`config.mk`:
```
export PLATFORM = sky130hd
export DESIGN_NAME = fib_seq_engine
export DESIGN_NICKNAME = d
export VERILOG_FILES = /design/src/rtl/fib_pkg.sv /design/src/rtl/fib_regfile.sv /design/src/rtl/fib_seq_engine.sv
export SDC_FILE = /design/constraint.sdc
export NUM_CORES = 1
export LEC_CHECK = 0
export BUFFER_PORTS_ARGS = -buffer_cell sky130_fd_sc_hd__buf_2
export CORE_MARGIN = 2
export CORE_UTILIZATION = 38
export DETAILED_ROUTE_END_ITERATION = 10
export GPL_ROUTABILITY_DRIVEN = 1
export HOLD_SLACK_MARGIN = 0.15
export PLACE_DENSITY = 0.64
export REMOVE_ABC_BUFFERS = 1
export SLEW_MARGIN = 20
export SYNTH_ARGS = -nofsm -noshare
export SYNTH_HDL_FRONTEND = slang
export SYNTH_SLANG_ARGS = --single-unit
```
`constraint.sdc`:
```
create_clock -name clk -period 3.75 [get_ports clk]
set_input_delay 0.1875 -clock clk [delete_from_list [all_inputs] [get_ports clk]]
set_output_delay 0.1875 -clock clk [all_outputs]
set_load 0.02 [all_outputs]
```
`src/rtl/fib_pkg.sv`:
```
// Shared types and constants for the Fibonacci sequence engine:
// FSM state encoding, reset values and the two seed terms.
package fib_pkg;

    typedef enum logic [2:0] {
        S_IDLE  = 3'd0,
        S_EMIT  = 3'd1,
        S_ADD   = 3'd2,
        S_SHIFT = 3'd3,
        S_DONE  = 3'd4
    } fib_state_t;

    localparam int FIB_F0 = 0;
    localparam int FIB_F1 = 1;

    localparam fib_state_t RST_STATE = S_IDLE;

    // Register-file slots that hold a, b and tmp right after reset or start
    localparam logic [1:0] RST_A_PTR = 2'd0;
    localparam logic [1:0] RST_B_PTR = 2'd1;
    localparam logic [1:0] RST_T_PTR = 2'd2;

endpackage

```
`src/rtl/fib_regfile.sv`:
```
// 4-entry term storage with a wrap bit per entry: two async read ports,
// one synchronous write port and an init strobe that seeds F(0)/F(1).
module fib_regfile
    import fib_pkg::*;
#(
    parameter int DATA_W = 8
) (
    input  logic              clk,
    input  logic              rst,
    input  logic              init,
    input  logic              we,
    input  logic [1:0]        waddr,
    input  logic [DATA_W-1:0] wdata,
    input  logic              wwrap,
    input  logic [1:0]        raddr0,
    input  logic [1:0]        raddr1,
    output logic [DATA_W-1:0] rdata0,
    output logic              rwrap0,
    output logic [DATA_W-1:0] rdata1,
    output logic              rwrap1
);

    logic [3:0][DATA_W-1:0] mem;
    logic [3:0]             wrap;

    // init always seeds the reset slots, matching the pointer reset in the FSM
    always_ff @(posedge clk) begin
        if (rst) begin
            mem  <= '0;
            wrap <= '0;
        end else if (init) begin
            mem[RST_A_PTR]  <= DATA_W'(FIB_F0);
            mem[RST_B_PTR]  <= DATA_W'(FIB_F1);
            wrap[RST_A_PTR] <= 1'b0;
            wrap[RST_B_PTR] <= 1'b0;
        end else if (we) begin
            mem[waddr]  <= wdata;
            wrap[waddr] <= wwrap;
        end
    end

    assign rdata0 = mem[raddr0];
    assign rwrap0 = wrap[raddr0];
    assign rdata1 = mem[raddr1];
    assign rwrap1 = wrap[raddr1];

endmodule

```
`src/rtl/fib_seq_engine.sv`:
```
// Self-sequencing Fibonacci term generator with a valid/ready output stream.
// Define FIB_STOP_ON_OVF_EN to end the sequence instead of emitting a wrapped term.
module fib_seq_engine
    import fib_pkg::*;
#(
    parameter int DATA_W = 8,
    parameter int CNT_W  = 4
) (
    input  logic              clk,
    input  logic              rst,
    input  logic              start,
    input  logic [CNT_W-1:0]  count,
    output logic              busy,
    output logic [DATA_W-1:0] term_data,
    output logic              term_valid,
    input  logic              term_ready,
    output logic [CNT_W-1:0]  term_idx,
    output logic              zero_flag,
    output logic              ovf,
    output logic              done
);

`ifdef FIB_STOP_ON_OVF_EN
    localparam bit STOP_ON_OVF = 1'b1;
`else
    localparam bit STOP_ON_OVF = 1'b0;
`endif

    fib_state_t        state, nxt;
    logic [1:0]        a_ptr, b_ptr, t_ptr;
    logic [CNT_W-1:0]  n, idx;
    logic              vld, ovf_q;
    logic [DATA_W-1:0] a_val, b_val;
    logic              wa, wb;
    logic [DATA_W:0]   sum;
    logic              init, we, nxt_wa;

    assign sum = {1'b0, a_val} + {1'b0, b_val};

    // a/b/tmp live in the regfile; SHIFT rotates pointers instead of moving data
    fib_regfile #(.DATA_W(DATA_W)) u_rf (
        .clk    (clk),
        .rst    (rst),
        .init   (init),
        .we     (we),
        .waddr  (t_ptr),
        .wdata  (sum[DATA_W-1:0]),
        .wwrap  (sum[DATA_W] | wa | wb),
        .raddr0 (a_ptr),
        .raddr1 (b_ptr),
        .rdata0 (a_val),
        .rwrap0 (wa),
        .rdata1 (b_val),
        .rwrap1 (wb)
    );

    always_ff @(posedge clk) begin
        if (rst) state <= RST_STATE;
        else     state <= nxt;
    end

    always_comb begin
        nxt    = state;
        init   = 1'b0;
        we     = 1'b0;
        nxt_wa = wa;
        case (state)
            S_IDLE: begin
                if (start) begin
                    init   = 1'b1;
                    nxt_wa = 1'b0;
                    nxt    = (count == '0) ? S_DONE : S_EMIT;
                end
            end
            S_EMIT: begin
                if (STOP_ON_OVF && wa)
                    nxt = S_DONE;
                else if (term_ready)
                    nxt = (idx == n - CNT_W'(1)) ? S_DONE : S_ADD;
            end
            S_ADD: begin
                we  = 1'b1;
                nxt = S_SHIFT;
            end
            S_SHIFT: begin
                nxt_wa = wb;
                nxt    = S_EMIT;
            end
            S_DONE:  nxt = S_IDLE;
            default: nxt = S_IDLE;
        endcase
    end

    // valid and ovf are computed for the state being entered so both are
    // visible in the same cycle the term is presented
    always_ff @(posedge clk) begin
        if (rst) begin
            n     <= '0;
            idx   <= '0;
            a_ptr <= RST_A_PTR;
            b_ptr <= RST_B_PTR;
            t_ptr <= RST_T_PTR;
            vld   <= 1'b0;
            ovf_q <= 1'b0;
        end else begin
            vld <= (nxt == S_EMIT) && !(STOP_ON_OVF && nxt_wa);
            case (state)
                S_IDLE: begin
                    if (start) begin
                        n     <= count;
                        idx   <= '0;
                        a_ptr <= RST_A_PTR;
                        b_ptr <= RST_B_PTR;
                        t_ptr <= RST_T_PTR;
                        ovf_q <= 1'b0;
                    end
                end
                S_SHIFT: begin
                    a_ptr <= b_ptr;
                    b_ptr <= t_ptr;
                    t_ptr <= a_ptr;
                    idx   <= idx + CNT_W'(1);
                end
                default: ;
            endcase
            if (nxt == S_EMIT && nxt_wa) ovf_q <= 1'b1;
        end
    end

    assign busy       = (state != S_IDLE);
    assign done       = (state == S_DONE);
    assign term_valid = vld;
    assign term_data  = vld ? a_val : '0;
    assign term_idx   = vld ? idx : '0;
    assign zero_flag  = vld && (a_val == '0);
    assign ovf        = ovf_q;

endmodule

```
==> results.sh <==
export IMPL_finalSetupTns_ns=0
export IMPL_final_common_cell="nand2_1"
export IMPL_synth_top_family_by_area="simple AND/OR/NAND/NOR gates"
export IMPL_areaGrowthSynthToFinish_pct=9.04
export IMPL_fillCellCount=825
export IMPL_p_leak_uw=0.00122
export IMPL_drt_wl_total_um=7230
export IMPL_layout_setup_ws_ns=0.833
export IMPL_core_sq_um=8090
export IMPL_yosys_area_share_simple_pct=23.0
export IMPL_grt_max_degree=38
export IMPL_grt_pass1_vias=2386
export IMPL_crit_type="register to register"
export IMPL_gp_congestion=0.918
export IMPL_h_tree_depth=2
export IMPL_die_w_um=94.5
export IMPL_die_area_sq_um=8940
export IMPL_first_iter_violations=129
export IMPL_detail_route_vias_per_cell=5.45
export IMPL_max_clock_path_buffers=2
export IMPL_cp_max_fo=6
export IMPL_cap_violations=0
export IMPL_netlist_cell_type_count=48
export IMPL_synth_cell_area_sq_um=3120
export IMPL_drive_gt1_share_pct=19.7
export IMPL_diodes=0
export IMPL_muxShareOfSynthArea_pct=15.3
export IMPL_ys_warn_count=0
export IMPL_die_h_um=94.5
export IMPL_max_slew_margin_pct=36.0
export IMPL_synth_fa_ha_area_share_pct=4.66
export IMPL_cts_buffers_inserted=5
export IMPL_cts_setup_buffers=0
export IMPL_syn_instance_count=342
export IMPL_cp_start_kind="register"
export IMPL_cts_tree="yes"
export IMPL_vias=2532
export IMPL_fin_nets=378
export IMPL_antenna_left=0
export IMPL_hold_viol=0
export IMPL_grt_pass1_wl_um=12100
export IMPL_place_inst=453
export IMPL_arrival_ns=3.08
export IMPL_avgRoutedWirePerCell_um=15.5
export IMPL_fmax_mhz=343
export IMPL_final_period_utilization_pct=77.8
export IMPL_syn_area_per_cell_sq_um=9.11
export IMPL_synthFlopType="dfxtp_1"
export IMPL_place_port_buffers=24
export IMPL_finalSetupViolCount=0
export IMPL_clockRootBuffer="clkbuf_8"
export IMPL_ys_seq_elements=55
export IMPL_drc_errors=0
export IMPL_rsz0062_at_grt="no"
export IMPL_clk_pin_slew_worst_paths_ns=0.10
export IMPL_stdcell_count=465
export IMPL_synth_edff_count=0
export IMPL_slew_violations=0
export IMPL_cts_num_sinks=55
export IMPL_hp_class="input pin to register"
export IMPL_grt_overflow=0
export IMPL_firstDrtPassIters=4
export IMPL_critPathCaptureType="register"
export IMPL_fin_hold_ws_ns=0.270
export IMPL_grt_use_total_pct=17.4
export IMPL_postCtsHoldBufs=4
export IMPL_ir_drop_uv=175
export IMPL_status="complete, no violations"
export IMPL_clk_latency_ns=0.31
export IMPL_final_cell_mix="58 x nand2_1, 55 x dfxtp_1, 35 x a21oi_1, 24 x buf_2, 23 x nor2_1"
export IMPL_worst_pin_slew_ns=0.957
export IMPL_crit_required_ns=3.91
export IMPL_place_hpwl_um=5150
export IMPL_min_period_ns=2.92
export IMPL_synthXorXnorAreaFrac_pct=2.53
export IMPL_power_density_nw_per_um2=308
export IMPL_start_util_pct=38.5
export IMPL_rows=33
export IMPL_cts_resized_gates=0
export IMPL_place_ws_ns=0.842
export IMPL_synth_compound_area_share_pct=14.0
export IMPL_synth_async_sr_flop_share_pct=0
export IMPL_ys_seq_area_share_pct=35.3
export IMPL_ioPinCount=25
export IMPL_antenna_found_initial=0
export IMPL_finClkSkew_ns=0.00936
-- state kept, by name, indices dropped and copies added (netlist names) --
name and cells:
u_rf.mem 32, idx 4, n 4, u_rf.wrap 4
state 3, a_ptr 2, b_ptr 2, t_ptr 2
ovf 1, term_valid 1
-- metrics by stage --
| stage | instance area [sq um] | utilization [%] | power (uW) |
|---|---|---|---|
| after floorplan | 2990 | - | 691 |
| after global placement | 3270 | 40.4 | 725 |
| after detailed placement | 3270 | 40.4 | 727 |
| after CTS | 3400 | 42.0 | 1060 |
| after global routing | 3400 | 42.0 | 1090 |
| final | 3400 | 42.0 | 1040 |
-- synthesized netlist by cell type, drive strengths merged (2+ instances only) --
cell type	n	area share, %
a211oi	8	2.2
a21oi	35	5.6
a221oi	4	1.1
a31oi	2	0.40
and2	13	2.6
buf	12	2.9
clkbuf	10	1.2
dfxtp	55	35
ha	10	4.0
inv	9	1.1
mux2i	7	2.2
mux4	18	13
nand2	58	7.0
nand2b	2	0.40
nand3	11	1.8
nand3b	2	0.48
nor2	23	2.8
nor2b	3	0.60
nor3	10	1.9
nor3b	3	1.1
nor4	3	0.80
o21a	3	0.72
o21ai	6	0.96
o21bai	3	0.72
o31a	2	0.56
or2	7	1.4
or3	2	0.40
xnor2	8	2.2
-- worst paths after layout --
path,slack [ns],end,depth (start not counted),startpoint
hold reg to reg,0.45,ovf$_SDFFE_PP0P_,2,ovf$_SDFFE_PP0P_
hold / removal,0.27,state[2]$_SDFF_PP0_,4,term_ready
setup / recovery,0.83,u_rf.mem[15]$_SDFFE_PP0P_,7,a_ptr[0]$_SDFFE_PP0P_
setup reg to reg,0.83,u_rf.mem[15]$_SDFFE_PP0P_,7,a_ptr[0]$_SDFFE_PP0P_
-- metal layers --
layer / GRT usage [%] / vias up / share of wire, %
met4: 4.23 / 0 / 0.68
met1: 24.3 / 1211 / 48
met5: 0 / - / 0
met3: 2.63 / 4 / 4.8
met2: 28.3 / 72 / 46
li1: - / 1245 / -
-- worst max-delay path, cell delays in order, from the launching register on --
cell and delay, ns:
dfxtp_1 0.54, mux4_2 0.61, ha_1 0.33, a211oi_1 0.34
o21ai_0 0.18, a21oi_1 0.19, mux2i_1 0.42, a221oi_1 0.16
-- power by group --
group / switching (uW) / leakage, uW / internal, uW
clock network: 199 / 0.0000477 / 129
logic: 60.7 / 0.000729 / 43.6
registers: 18.4 / 0.000445 / 595
-- final cells by class --
cell class / instances / area, sq um / area share [%]
Tap cell: 105 / 131 / 3.87
Inverter: 9 / 33.8 / 0.994
Timing Repair Buffer: 32 / 190 / 5.60
Sequential cell: 55 / 1100 / 32.4
Clock inverter: 3 / 15.0 / 0.442
Clock buffer: 5 / 68.8 / 2.03
Multi-Input combinational cell: 256 / 1860 / 54.7
-- cells by family after synthesis --
logic type                 Yosys count
DFF                                 55
and+or+nand+nor                    142
AOI/OAI and AO/OA                   69
muxes                               25
buffers and inverters               31
adders and majority gates           11
xor gates and xnor gates             9
No activity file was read; power rests on OpenSTA's default activity.
